==> config.mk <==
export PLATFORM = sky130hd
export DESIGN_NAME = button_event_unit
export DESIGN_NICKNAME = d
export VERILOG_FILES = /design/src/rtl/btn_pkg.sv /design/src/rtl/btn_debounce.sv /design/src/rtl/button_event_unit.sv
export SDC_FILE = /design/constraint.sdc
export NUM_CORES = 1
export LEC_CHECK = 0
export ABC_AREA = 1
export BUFFER_PORTS_ARGS = -buffer_cell sky130_fd_sc_hd__buf_2
export CORE_MARGIN = 4
export CORE_UTILIZATION = 53
export DETAILED_ROUTE_END_ITERATION = 8
export PLACE_DENSITY = 0.74
export SLEW_MARGIN = 20
export SYNTH_ARGS = -nofsm -noshare
export SYNTH_HDL_FRONTEND = slang
export SYNTH_SLANG_ARGS = --single-unit
==> constraint.sdc <==
create_clock -name clk_200_hz -period 1.6 [get_ports clk_200_hz]
set_clock_uncertainty 0.05 [all_clocks]
set_input_delay 0.24 -clock clk_200_hz [delete_from_list [all_inputs] [get_ports clk_200_hz]]
set_output_delay 0.24 -clock clk_200_hz [all_outputs]
set_load 0.005 [all_outputs]
==> src/rtl/btn_pkg.sv <==
// btn_pkg: shared constants and types for the pushbutton front end.
// Bit order of every button vector is {U,D,R,L,C}.
package btn_pkg;

    localparam int unsigned NUM_BTN = 5;

    localparam int unsigned BTN_C = 0;
    localparam int unsigned BTN_L = 1;
    localparam int unsigned BTN_R = 2;
    localparam int unsigned BTN_D = 3;
    localparam int unsigned BTN_U = 4;

    typedef enum logic [1:0] {
        IDLE      = 2'b00,
        HOLD_WAIT = 2'b01,
        REPEAT    = 2'b10
    } rep_state_e;

    function automatic int unsigned max_u(
        input int unsigned a,
        input int unsigned b
    );
        return (a > b) ? a : b;
    endfunction

endpackage

==> src/rtl/btn_debounce.sv <==
// btn_debounce: two-flop synchroniser followed by a run-length debouncer.
// The stable level only flips after DEBOUNCE_TICKS consecutive differing samples.
module btn_debounce
    import btn_pkg::*;
#(
    parameter int unsigned DEBOUNCE_TICKS = 4
) (
    input  logic clk_200_hz,
    input  logic rst,
    input  logic btn_raw,
    output logic level
);

    localparam int unsigned CNT_W = $clog2(DEBOUNCE_TICKS + 1);
    localparam logic [CNT_W-1:0] CNT_LAST = CNT_W'(DEBOUNCE_TICKS - 1);

    logic             sync1_q;
    logic             sync2_q;
    logic             level_q;
    logic             level_d;
    logic [CNT_W-1:0] cnt_q;
    logic [CNT_W-1:0] cnt_d;

    always_ff @(posedge clk_200_hz or posedge rst) begin
        if (rst) begin
            sync1_q <= 1'b0;
            sync2_q <= 1'b0;
            level_q <= 1'b0;
            cnt_q   <= '0;
        end else begin
            sync1_q <= btn_raw;
            sync2_q <= sync1_q;
            level_q <= level_d;
            cnt_q   <= cnt_d;
        end
    end

    // Any sample agreeing with the stable level restarts the run.
    always_comb begin
        level_d = level_q;
        cnt_d   = cnt_q;
        if (sync2_q == level_q) begin
            cnt_d = '0;
        end else if (cnt_q == CNT_LAST) begin
            level_d = ~level_q;
            cnt_d   = '0;
        end else begin
            cnt_d = cnt_q + CNT_W'(1);
        end
    end

    assign level = level_q;

endmodule

==> src/rtl/button_event_unit.sv <==
// button_event_unit: debounced one-hot press events for the five pushbuttons,
// with hold-to-repeat on the masked buttons and fixed C>L>R>D>U priority.
module button_event_unit
    import btn_pkg::*;
#(
    parameter int unsigned        DEBOUNCE_TICKS = 4,
    parameter int unsigned        REPEAT_DELAY   = 100,
    parameter int unsigned        REPEAT_RATE    = 20,
    parameter logic [NUM_BTN-1:0] REPEAT_MASK    =
        NUM_BTN'((1 << BTN_U) | (1 << BTN_D))
) (
    input  logic               clk_200_hz,
    input  logic               rst,
    input  logic [NUM_BTN-1:0] btn_raw,
    output logic [NUM_BTN-1:0] btn_event,
    output logic [NUM_BTN-1:0] btn_level,
    output logic               any_event
);

    localparam int unsigned RPT_W =
        $clog2(max_u(REPEAT_DELAY, REPEAT_RATE) + 1);
    localparam logic [RPT_W-1:0] DELAY_LAST = RPT_W'(REPEAT_DELAY - 1);
    localparam logic [RPT_W-1:0] RATE_LAST  = RPT_W'(REPEAT_RATE - 1);

    if (DEBOUNCE_TICKS < 1) begin : g_bad_debounce
        $error("DEBOUNCE_TICKS must be at least 1");
    end
    if (REPEAT_RATE < 1) begin : g_bad_rate
        $error("REPEAT_RATE must be at least 1");
    end
    if (REPEAT_DELAY < REPEAT_RATE) begin : g_bad_delay
        $error("REPEAT_DELAY must not be below REPEAT_RATE");
    end

    logic [NUM_BTN-1:0] stable;
    logic [NUM_BTN-1:0] press_cand;
    logic [NUM_BTN-1:0] rpt_cand;
    logic [NUM_BTN-1:0] cand;
    logic [NUM_BTN-1:0] win;

    logic [NUM_BTN-1:0] btn_event_q;
    logic [NUM_BTN-1:0] btn_event_d;
    logic [NUM_BTN-1:0] btn_level_q;
    logic [NUM_BTN-1:0] btn_level_d;
    logic               any_event_q;
    logic               any_event_d;

    // The registered level doubles as the previous-cycle stable level.
    assign press_cand = stable & ~btn_level_q;

    for (genvar i = 0; i < NUM_BTN; i++) begin : g_btn

        btn_debounce #(
            .DEBOUNCE_TICKS(DEBOUNCE_TICKS)
        ) u_debounce (
            .clk_200_hz(clk_200_hz),
            .rst       (rst),
            .btn_raw   (btn_raw[i]),
            .level     (stable[i])
        );

        if (REPEAT_MASK[i]) begin : g_rpt

            rep_state_e       state_q;
            rep_state_e       state_d;
            logic [RPT_W-1:0] cnt_q;
            logic [RPT_W-1:0] cnt_d;
            logic             rpt_d;

            always_ff @(posedge clk_200_hz or posedge rst) begin
                if (rst) begin
                    state_q <= IDLE;
                    cnt_q   <= '0;
                end else begin
                    state_q <= state_d;
                    cnt_q   <= cnt_d;
                end
            end

            // Runs independently of arbitration; a lost repeat is not retried.
            always_comb begin
                state_d = state_q;
                cnt_d   = cnt_q;
                rpt_d   = 1'b0;
                unique case (state_q)
                    IDLE: begin
                        if (press_cand[i]) begin
                            state_d = HOLD_WAIT;
                            cnt_d   = '0;
                        end
                    end
                    HOLD_WAIT: begin
                        if (!stable[i]) begin
                            state_d = IDLE;
                            cnt_d   = '0;
                        end else if (cnt_q == DELAY_LAST) begin
                            rpt_d   = 1'b1;
                            state_d = REPEAT;
                            cnt_d   = '0;
                        end else begin
                            cnt_d = cnt_q + RPT_W'(1);
                        end
                    end
                    REPEAT: begin
                        if (!stable[i]) begin
                            state_d = IDLE;
                            cnt_d   = '0;
                        end else if (cnt_q == RATE_LAST) begin
                            rpt_d = 1'b1;
                            cnt_d = '0;
                        end else begin
                            cnt_d = cnt_q + RPT_W'(1);
                        end
                    end
                    default: begin
                        state_d = IDLE;
                        cnt_d   = '0;
                    end
                endcase
            end

            assign rpt_cand[i] = rpt_d;

        end else begin : g_no_rpt
            assign rpt_cand[i] = 1'b0;
        end
    end

    assign cand = press_cand | rpt_cand;

    always_comb begin
        win = '0;
        priority case (1'b1)
            cand[BTN_C]: win[BTN_C] = 1'b1;
            cand[BTN_L]: win[BTN_L] = 1'b1;
            cand[BTN_R]: win[BTN_R] = 1'b1;
            cand[BTN_D]: win[BTN_D] = 1'b1;
            cand[BTN_U]: win[BTN_U] = 1'b1;
            default:     win = '0;
        endcase
    end

    always_comb begin
        btn_event_d = win;
        btn_level_d = stable;
        any_event_d = |win;
    end

    always_ff @(posedge clk_200_hz or posedge rst) begin
        if (rst) begin
            btn_event_q <= '0;
            btn_level_q <= '0;
            any_event_q <= 1'b0;
        end else begin
            btn_event_q <= btn_event_d;
            btn_level_q <= btn_level_d;
            any_event_q <= any_event_d;
        end
    end

    assign btn_event = btn_event_q;
    assign btn_level = btn_level_q;
    assign any_event = any_event_q;

endmodule

==> results of run 1 <==
layout make-up:
class,instances,area share [%]
Sequential cell,59,48.12
Multi-Input combinational cell,171,31.89
Timing Repair Buffer,27,6.525
Inverter,38,4.772
Clock buffer,10,4.160
Tap cell,67,2.732
Clock inverter,5,1.794
Yosys cell counts, drive strengths merged:
cell,number
nor3b,3
dfrtp,59
nor3,8
clkbuf,1
a21oi,17
nand2,56
nand4,5
xor2,2
buf,3
mux2,1
o21ai,6
a22oi,2
a31oi,1
xnor2,5
nor2,28
inv,37
ha,13
nand3,20
a21boi,2
o22ai,2
clkinv,1
metal layers:
metal | GRT usage [%] | part of all wire (%) | vias up | wire length, um
met5 | 0 | 0 | - | 0
met4 | 9.790 | 2.1 | 0 | 88
met2 | 26.97 | 48 | 26 | 2013
met1 | 19.45 | 47 | 864 | 1973
li1 | - | - | 943 | -
met3 | 3.899 | 3.4 | 7 | 145
power by group through the flow:
stage / Sequential, mW / Combinational (mW) / Clock (mW)
global route: 2.15 / 2.04 / 1.37
floorplan: 2.10 / 1.32 / 0
finish: 2.10 / 1.76 / 1.26
CTS: 2.10 / 1.76 / 1.29
global placement: 2.11 / 1.70 / 0
detailed placement: 2.13 / 1.74 / 0
what timing repair did:
action | in CTS | in global routing
gates resized for setup | 0 | 4
hold endpoints to repair | 23 | 0
buffers inserted | 0 | 0
hold buffers | 6 | 0
setup endpoints to repair | 0 | 5
flip-flops by register name (all words and copies together), names as in the netlist:
register                  flops
g_btn.u_debounce.level        5
g_btn.u_debounce.sync2_q      5
btn_level                     5
btn_event                     5
g_btn.g_rpt.state_q           4
g_btn.u_debounce.cnt_q       15
g_btn.u_debounce.sync1_q      5
g_btn.g_rpt.cnt_q            14
any_event                     1
metrics by stage:
step | util, % | cell area, sq um | total power, mW | setup WS, ns | std cells
floorplan | - | 2621 | 3.418 | 0.2954 | 272
CTS | 64.37 | 3060 | 5.155 | 0.07988 | 377
detailed placement | 59.26 | 2818 | 3.871 | 0.09613 | 356
global route | 64.53 | 3068 | 5.562 | 0.002129 | 377
global placement | 59.26 | 2818 | 3.807 | 0.1645 | 356
finish | 64.53 | 3068 | 5.113 | 0.1537 | 377
worst paths after layout:
path                                              from                          end  slack, ns  depth (start not counted)
max                            g_btn[4].g_rpt.cnt_q[0]      g_btn[4].g_rpt.cnt_q[1]       0.15                          8
min                        g_btn[0].u_debounce.sync1_q  g_btn[0].u_debounce.sync2_q       0.30                          0
max reg2reg                    g_btn[4].g_rpt.cnt_q[0]      g_btn[4].g_rpt.cnt_q[1]       0.15                          8
min reg2reg                g_btn[0].u_debounce.sync1_q  g_btn[0].u_debounce.sync2_q       0.30                          0
max in group asynchronous                          rst      g_btn[4].g_rpt.cnt_q[1]       0.61                          4
min in group asynchronous                          rst  g_btn[3].u_debounce.sync2_q       0.44                          3
kinds of logic after synthesis:
| group | Yosys count | synth area share [%] |
|---|---|---|
| AO/OA/AOI/OAI | 30 | 7.123 |
| XOR/XNOR | 7 | 2.342 |
| adder cells (fa/ha/maj) | 13 | 6.214 |
| buffers and inverters | 42 | 6.501 |
| flip-flops | 59 | 56.41 |
| multiplexers | 1 | 0.4302 |
| AND/OR/NAND/NOR | 120 | 20.98 |
worst reg2reg max path: cells and delay by family (launching register included):
family	cells	cell delay [ns]
flip-flops	1	0.37
AND/OR/NAND/NOR	6	0.63
adder cells (fa/ha/maj)	1	0.21
AO/OA/AOI/OAI	1	0.06
==> impl_results.md, run 1 <==
* Row Count at 25
* Synthesized area per cell at 9.623 sq um
* Seq/Total Area, Yosys at ~56%
* Number of warnings issued by yosys at 0
* Int Power at 3.275 mW
* Die area at 6127 sq um
* Area delta synth->final at 17.21%
* Clock buffer count from CTS at 9
* I/O Buffers at 17
* F_max at approximately 0.7 GHz
* Syn Nets at 292
* Largest area contributor in the netlist: dfrtp_1
* ANT nets after route at 0
* # DRC at 0
* Post-synthesis instance total at 272
* Final setup violation count at 0
* Total GRT Usage at 16.37%
* Sequential share of power at 41.0%
* Leakage at 1.498 nW
* CP arrival at around 1.6 ns
* Slew HR at approximately two thirds
* Post-synth top area share at a little under three fifths
* Pwr dens at 1666 nW/um^2
* Crit path time final at 1.446 ns
* Slowest-stage cell, CP: dfrtp_1
* Yosys reg bits at 59
* Maxcap violations at 0
* Initial core utilization at ~55%
* Worst min path class: flop to flop
* CP required at around 1.8 ns
* Cell family with the largest share of critical-path delay: simple AND/OR/NAND/NOR gates
* Chip width at 78.28 um
* H-tree Lvls at 3
* Slew @ Worst Pin at between 0.4 and 0.5 ns
* Vias per inst at ~4.9
* Largest net degree at the start of global routing at 23
* Vias in the first global route at 1901
* Crit path kind: flop to flop
* Final hold viol count at 0
* 1st-iter DRT viols at between 60 and 70
* # clock sinks at between 50 and 60
* Routed wire length at between 4000 and 5000 um
* Worst hold margin at a little under 0.3 ns
* CP cell instances: ha_1 > nand2_1 > nor2_1 > nand2_1 > nand2_2 > nand2_2 > nand3_1 > o21ai_1
* Crit-path max cell delay at roughly 0.37 ns
* Overflow after GRT at 0
* Clock slew at reported path FFs at about 0.060 ns
* Max clock buf depth at 2
* Commonest non-fill, non-tap cell in the layout: dfrtp_1
* Die Y at approximately 80 um
* Gate power share at about a third
* Switching pwr at roughly 1.8 mW
* Critical Path Sink Type: flop
* CP max FO at 6
* Max-slew violations at 0
* Post-DP HPWL at 3073 um
* Biggest area contributors in the synthesized netlist: dfrtp_1 56%, nand2_1 7.2%, ha_1 6.2%, inv_1 5.0%, nor2_1 4.0%
* Post-Syn Area at between 2000 and 3000 sq um
* Clock Latency Late Sink at 0.33 ns
* Outcome: finished, final reports clean
* Via count at 1840
* Register area at between 1000 and 1500 sq um
* Distinct cells, synth at 31
* Multi-input logic area at 978.4 sq um
* CTS tree: done
* Routed len/inst at around 11 um
* Final GP Congestion at about 0.83
* IO Pins at 18
* Filler instances at approximately 380
* 1st-pass router iterations at 4
* Core area at between 4000 and 5000 sq um
* Share of layout cells above drive strength 1 at 17.42%
* NumNets Final at ~330
* Setup TNS at 0 ns
* Peak VDD IR at approximately 1.2 mV
* Commonest cells after routing, fill and taps aside: 59 x dfrtp_1, 49 x nand2_1, 34 x inv_1, 28 x nor2_1, 18 x nand3_1
* Root buffer cell: clkbuf_8
* Crit share post-route at between 90% and 100%
* Sum of buffers and inverters on the critical path at 0
* Clock Power Share at between 20 and 25%
* CP Launch Type: flop
* Ant diodes at 0
* Net Sw Frac at between 30% and 40%
* Initial antenna violation count at 0
* RSZ-0062 raised after global routing: no
* First-pass GRT wire length at about 7800 um
Power figures use the tool's default switching activity.
==> run 2, diff against run 1 <==
--- a/config.mk
+++ b/config.mk
@@ -9,7 +9,8 @@
 export BUFFER_PORTS_ARGS = -buffer_cell sky130_fd_sc_hd__buf_2
 export CORE_MARGIN = 4
-export CORE_UTILIZATION = 53
+export CORE_UTILIZATION = 55
+export CTS_BUF_LIST = sky130_fd_sc_hd__clkbuf_4
 export DETAILED_ROUTE_END_ITERATION = 8
-export PLACE_DENSITY = 0.74
+export PLACE_DENSITY = 0.76
 export SLEW_MARGIN = 20
 export SYNTH_ARGS = -nofsm -noshare
==> constraint.sdc (replaced) <==
create_clock -name clk_200_hz -period 1.6 [get_ports clk_200_hz]
set_clock_uncertainty 0.05 [all_clocks]
set_input_delay 0.08 -clock clk_200_hz [delete_from_list [all_inputs] [get_ports clk_200_hz]]
set_output_delay 0.08 -clock clk_200_hz [all_outputs]
set_load 0.005 [all_outputs]
==> run 2 against run 1 <==
Effect of this change:
- non-clock buffer count is the same
- clock power shrank 31%
- worst hold slack lost 0.19 ns
- combinational power is essentially flat
- register-to-register slack gained 0.03 ns
- maximum frequency grew 1.8%
- sequential share of layout area grew 1.4 points
- die area shrank 3.3%
- final cell count shrank 3.7%
- sequential power is essentially flat
- critical path type unchanged
- largest cell class unchanged
- largest power group unchanged
==> impl_results.md, run 2 (synthesis results as in run 1) <==
* Fin util at roughly 67%
* DP Cell Count at 341
* Commonest cells after routing, fill and taps aside: 59 x dfrtp_1, 49 x nand2_1, 34 x inv_1, 26 x nor2_1
* Sum of buffers and inverters on the critical path at 0
* CP required at ~1.9 ns
* Clock Latency Late Sink at roughly 0.40 ns
* Crit path kind: flop to flop
* Worst min path class: input pin to async pin
* Share of layout cells above drive strength 1 at 18.65%
* CP max FO at 6
* Biggest register: g_btn.u_debounce.cnt_q
* Core area at 4474 sq um
* Initial core utilization at between 50 and 60%
* 1st-iter DRT viols at between 90 and 100
* Overflow after GRT at 0
* Peak VDD IR at about 0.9 mV
* H-tree Lvls at 3
* Maxcap violations at 0
* 1st-pass router iterations at 4
* # clock sinks at a little under 60
* Overall power at 4.754 mW
* Critical Path Sink Type: flop
* NumNets Final at between 300 and 400
* Die area at a little under 6000 sq um
* Setup TNS at 0 ns
* RSZ-0062 raised after global routing: no
* CP cell instances: ha_1 > nand2_1 > nor2_2 > nand2_1 > nand2_2 > nand2_2 > nand3_1 > a21oi_1
* Max clock buf depth at 2
* Routed len/inst at ~12 um
* Root buffer cell: clkbuf_4
* F_max at around 0.70 GHz
* Outcome: finished, final reports clean
* Place WS at between 0.1 and 0.15 ns
* Final GP Congestion at approximately 0.87
* CTS tree: done
* Commonest non-fill, non-tap cell in the layout: dfrtp_1
* Crit-path max cell delay at a little over 0.4 ns
* Die Y at about 77 um
* Slew HR at approximately four fifths
* Routed wire length at ~4200 um
* R2r startpoint: g_btn[4].g_rpt.cnt_q[0]
* CP Launch Type: flop
* Post-DP Area at roughly 2800 sq um
* Worst Slack Setup Final at about 0.18 ns
* Max reg flops at 15
* Pwr dens at ~1600 nW/um^2
* CP arrival at approximately 1.7 ns
* Crit share post-route at about nine tenths
* Chip width at between 70 and 80 um
* R2R cell count at 8
* Cell family with the largest share of critical-path delay: simple AND/OR/NAND/NOR gates
* Clock slew at reported path FFs at 0.11 ns
* Via count at between 1.5k and 2k
* Area delta synth->final at 13.96%
* I/O Buffers at 17
* First-pass GRT wire length at between 7000 and 8000 um
* Design Area, Final at 2983 sq um
* Worst hold margin at about 0.11 ns
* Max-slew violations at 0
* Ant diodes at 0
* Non-Filler Instances at 363
* Row Count at 24
* Leakage at 1.468 nW
* R2r endpoint: g_btn[4].g_rpt.cnt_q[5]
* Vias in the first global route at about 1.8k
* Initial antenna violation count at 0
* Largest net degree at the start of global routing at 36
* Largest regs: g_btn.u_debounce.cnt_q (15), g_btn.g_rpt.cnt_q (14)
* ANT nets after route at 0
* Final setup violation count at 0
* Post-CTS Repair Setup Buffers at 0
* Slowest-stage cell, CP: dfrtp_1
* Reg2reg setup slack at 0.18 ns
* Post-DP HPWL at 2931 um
* Vias per inst at 5.028
* Clock buffer count from CTS at 9
* IO Pins at 18
* Slew @ Worst Pin at about 0.30 ns
* # DRC at 0
* Crit path time final at between 1 and 1.5 ns
* Total GRT Usage at 16.96%
* Final hold viol count at 0
==> run 2: cell types whose count changed in the layout (fill, tap and decap cells not counted), sizes merged <==
cell,previous run,this run
bufinv,1,0
inv,36,37
clkinv,3,5
clkbuf,10,9
==> run 2: worst register-to-register path, stage by stage (launching register included) <==
cell,delay (ns)
dfrtp_1,0.41
ha_1,0.23
nand2_1,0.09
nor2_2,0.05
nand2_1,0.08
nand2_2,0.07
nand2_2,0.13
nand3_1,0.09
a21oi_1,0.14
==> run 2: worst max-delay path by stage <==
stage                                    from                 endpoint  slack [ns]  cells past startpoint
floorplan                                 rst                any_event        0.01                      1
global placement    g_btn[4].g_rpt.state_q[0]  g_btn[4].g_rpt.cnt_q[3]        0.15                      7
detailed placement    g_btn[4].g_rpt.cnt_q[1]  g_btn[4].g_rpt.cnt_q[2]        0.12                      8
CTS                 g_btn[4].g_rpt.state_q[0]  g_btn[4].g_rpt.cnt_q[6]        0.07                      6
global route          g_btn[4].g_rpt.cnt_q[0]  g_btn[4].g_rpt.cnt_q[5]       0.007                      8
finish                g_btn[4].g_rpt.cnt_q[0]  g_btn[4].g_rpt.cnt_q[5]        0.18                      8
==> run 2: metal layers <==
metal | up-vias | GRT usage [%] | routed length, um
met1 | 846 | 21.33 | 1935
met3 | 6 | 6.674 | 199
met5 | - | 0 | 0
li1 | 941 | - | -
met2 | 32 | 25.96 | 2045
met4 | 0 | 7.473 | 66
==> run 2: report_power, final <==
part | switching (mW) | internal, mW
Sequential | 0.232 | 1.87
Combinational | 1.08 | 0.706
Clock | 0.559 | 0.309
==> run 2: repair_timing <==
action                                  CTS  global route
hold endpoints to repair                 64             0
gates resized for setup                   0             8
endpoints found under the setup margin    0            12
hold buffers                              6             0
==> run 2: cell type report <==
class                      count  area, sq um
timing repair buffer          27        187.7
multi-input combinational    171        998.5
inverter                      38        142.6
fill                         347         1491
sequential                    59         1476
clock buffer                   9        67.56
tap                           52        65.06
clock inverter                 7        45.04
==> run 3, diff against run 2 <==
Settings changed: ABC_AREA 1 to 0, PLACE_DENSITY 0.76 to 0.77.
==> run 3 against run 2 <==
Effect of this change:
- the flow now finishes with violations (negative setup slack)
- highest routed layer unchanged
- area after synthesis is 1.3% lower
- worst hold slack better by 0.093 ns
- critical endpoint is now g_btn[4].g_rpt.cnt_q[2]
- routed wire length is 12% higher
- final cell count is 1.9% lower
- largest cell class unchanged
==> impl_results.md, run 3 <==
* RSZ-0062 raised after global routing: yes
* Most frequent cell after synthesis: dfrtp_1
* Max clock buf depth at 2
* 1st-pass router iterations at 6
* NumNets Final at roughly 320
* I/O Buffers at 17
* Crit path kind: flop to flop
* Async set-reset flop share out of synthesis at 100.0%
* Synthesized area per cell at 11.38 sq um
* Largest area contributor in the netlist: dfrtp_1
* # clock sinks at between 50 and 60
* Largest net degree at the start of global routing at 24
* Worst Slack Setup Final at -0.08967 ns
* Area delta synth->final at 29.80%
* Crit path time final at between 1.5 and 2 ns
* EDFF count, synth at 0
* Design Area, Final at between 3000 and 4000 sq um
* Outcome: finished with violations
* Total GRT Usage at 18.05%
* Commonest cells after routing, fill and taps aside: 59 x dfrtp_1, 40 x buf_4, 20 x nand2_1, 17 x buf_2, 12 x nor2b_1
* Clock buffer count from CTS at 9
* H-tree Lvls at 3
* Seq/Total Area, Yosys at around 57%
* CP max FO at 6
* Routed wire length at roughly 4700 um
* CP required at 1.84 ns
* Final setup violation count at 15
* Initial core utilization at between 50% and 60%
* Final GP Congestion at just under 0.8
* CP arrival at approximately 1.9 ns
* Core area at between 4000 and 5000 sq um
* # DRC at 0
* Vias in the first global route at between 1.5k and 2k
* Worst min path class: input pin to async pin
* Biggest register: g_btn.u_debounce.cnt_q
* Final hold viol count at 0
* Filler instances at between 200 and 300
* Crit-path max cell delay at 0.37 ns
* Top_reg_cell synth: dfrtp_1
* Crit share post-route at 105.6%
* Peak VDD IR at a little under 1 mV
* 1st-iter DRT viols at ~120
* Row Count at 24
* First-pass GRT wire length at 8307 um
* DP Cell Count at approximately 330
* CTS tree: done
* Critical Path Sink Type: flop
* Yosys reg bits at a little under 60
* Post-DP HPWL at between 3000 and 4000 um
* Leakage at roughly 1.6 nW
* Register area at ~1500 sq um
* Overflow after GRT at 0
* Pwr dens at ~1400 nW/um^2
* Slew @ Worst Pin at around 0.51 ns
* Clock Latency Late Sink at a little under 0.4 ns
* Multi-input logic area at around 1200 sq um
* Max-slew violations at 0
* Ant diodes at 0
* Number of warnings issued by yosys at 0
* Maxcap violations at 0
* Setup TNS at -0.9097 ns
* Root buffer cell: clkbuf_4
* Non-Filler Instances at around 360
* Biggest area contributors in the synthesized netlist: dfrtp_1 57%, ha_1 6.3%, nand2_1 2.9%, nor2b_1 2.9%, nor3b_1 2.9%
* Failing checks: negative setup slack
* Slowest-stage cell, CP: dfrtp_1
* R2r startpoint: g_btn[4].g_rpt.cnt_q[1]
* Post-synthesis instance total at roughly 230
* Max reg flops at 15
* Slew HR at between 60% and 70%
* IO Pins at 18
* Post-synth top area share at 57.17%
* F_max at just under 0.6 GHz
* CP cell instances: ha_2 > nor3b_4 > a41oi_2 > o21ai_4 > o21ai_1 > a21o_1
* Die area at just under 6000 sq um
* Distinct cells, synth at 41
* Share of layout cells above drive strength 1 at about a third
* Post-Syn Area at 2582 sq um
* Vias per inst at 5.492
* Overall power at slightly below 5 mW
* Crit path from: g_btn[4].g_rpt.cnt_q[1]
* Post-DP Area at around 3000 sq um
* Synth cell count leaders: 59 x dfrtp_1, 20 x nand2_1, 13 x ha_1
* Via count at about 2.0k
* Syn Nets at 247
* Die Y at between 70 and 80 um
* CP Launch Type: flop
* Initial antenna violation count at 0
* Largest regs: g_btn.u_debounce.cnt_q (15), g_btn.g_rpt.cnt_q (14)
* ANT nets after route at 0
* Worst hold margin at 0.2033 ns
* Chip width at between 70 and 80 um
* Commonest non-fill, non-tap cell in the layout: dfrtp_1
* Routed len/inst at about 13 um
* Clock slew at reported path FFs at roughly 0.10 ns
==> run 3: cell types whose count changed after synthesis, sizes merged, moves of 4 or more <==
cell   delta
a21o      +4
nand2    -36
and3      +5
o21ai     +8
inv      -27
nor3b     +9
nor2b    +12
nor2     -18
nand3     -8
a21oi    -13
==> run 3: cell type report <==
class / instances / area share (%)
Clock inverter: 6 / 2.389
Multi-Input combinational cell: 155 / 34.38
Clock buffer: 10 / 2.240
Timing Repair Buffer: 64 / 13.89
Sequential cell: 59 / 44.05
Inverter: 10 / 1.120
Tap cell: 52 / 1.941
==> run 3: power by group <==
part	internal (mW)	switching [mW]	leakage [nW]	total, mW
clock	0.639	0.522	0.0815	1.16
sequential	1.83	0.206	0.762	2.03
combinational	0.816	0.841	0.749	1.66
==> run 3: path summary, 6_finish.rpt <==
path	to	slack, ns	depth (start not counted)
max reg2reg	g_btn[4].g_rpt.cnt_q[2]	-0.09	6
min	g_btn[4].g_rpt.cnt_q[6]	0.20	3
min in group clk_200_hz	g_btn[3].u_debounce.sync1_q	0.28	2
max in group asynchronous	g_btn[1].u_debounce.cnt_q[1]	0.69	4
max	g_btn[4].g_rpt.cnt_q[2]	-0.09	6
min reg2reg	g_btn[0].u_debounce.sync2_q	0.30	0
==> run 3: routing by layer <==
metal	vias up	global-route usage [%]	share of wire [%]	routed length, um
met2	41	26.89	47	2209
met1	948	23.54	47	2218
met5	-	0	0	0
li1	952	-	-	-
met4	0	11.59	3.0	142
met3	14	4.374	3.7	174
==> run 3: worst max-delay path: cells and delay by family (launching register included) <==
| family | cells | cell delay [ns] |
|---|---|---|
| adder cells (fa/ha/maj) | 1 | 0.18 |
| flip-flops | 1 | 0.37 |
| AO/OA/AOI/OAI | 4 | 0.70 |
| AND/OR/NAND/NOR | 1 | 0.30 |
==> run 3: timing repair <==
| item | 4_1_cts | 5_1_grt |
|---|---|---|
| pin swaps | 7 | 7 |
| endpoints found under the setup margin | 15 | 19 |
| resized for setup | 11 | 13 |
| hold endpoints to repair | 26 | 0 |
| setup buffers | 5 | 2 |
| hold buffers | 6 | 0 |
==> run 3: through the flow <==
| stage | util, % | setup WS, ns |
|---|---|---|
| after floorplan | - | -0.02764 |
| after global placement | 67.88 | -0.06631 |
| after detailed placement | 67.88 | -0.1406 |
| after CTS | 73.85 | -0.08408 |
| after global routing | 75.42 | -0.2473 |
| final | 75.42 | -0.08967 |
==> run 3: logic make-up (layout without fill, tap and decap cells) <==
family | count (synthesis) | in the layout | share of synthesized area (%)
AOI/OAI and AO/OA | 38 | 38 | 10.32
buffers and inverters | 13 | 90 | 1.938
muxes | 7 | 7 | 2.907
adders and majority gates | 13 | 13 | 6.299
DFF | 59 | 59 | 57.17
xor gates and xnor gates | 5 | 5 | 1.696
and+or+nand+nor | 92 | 92 | 19.67
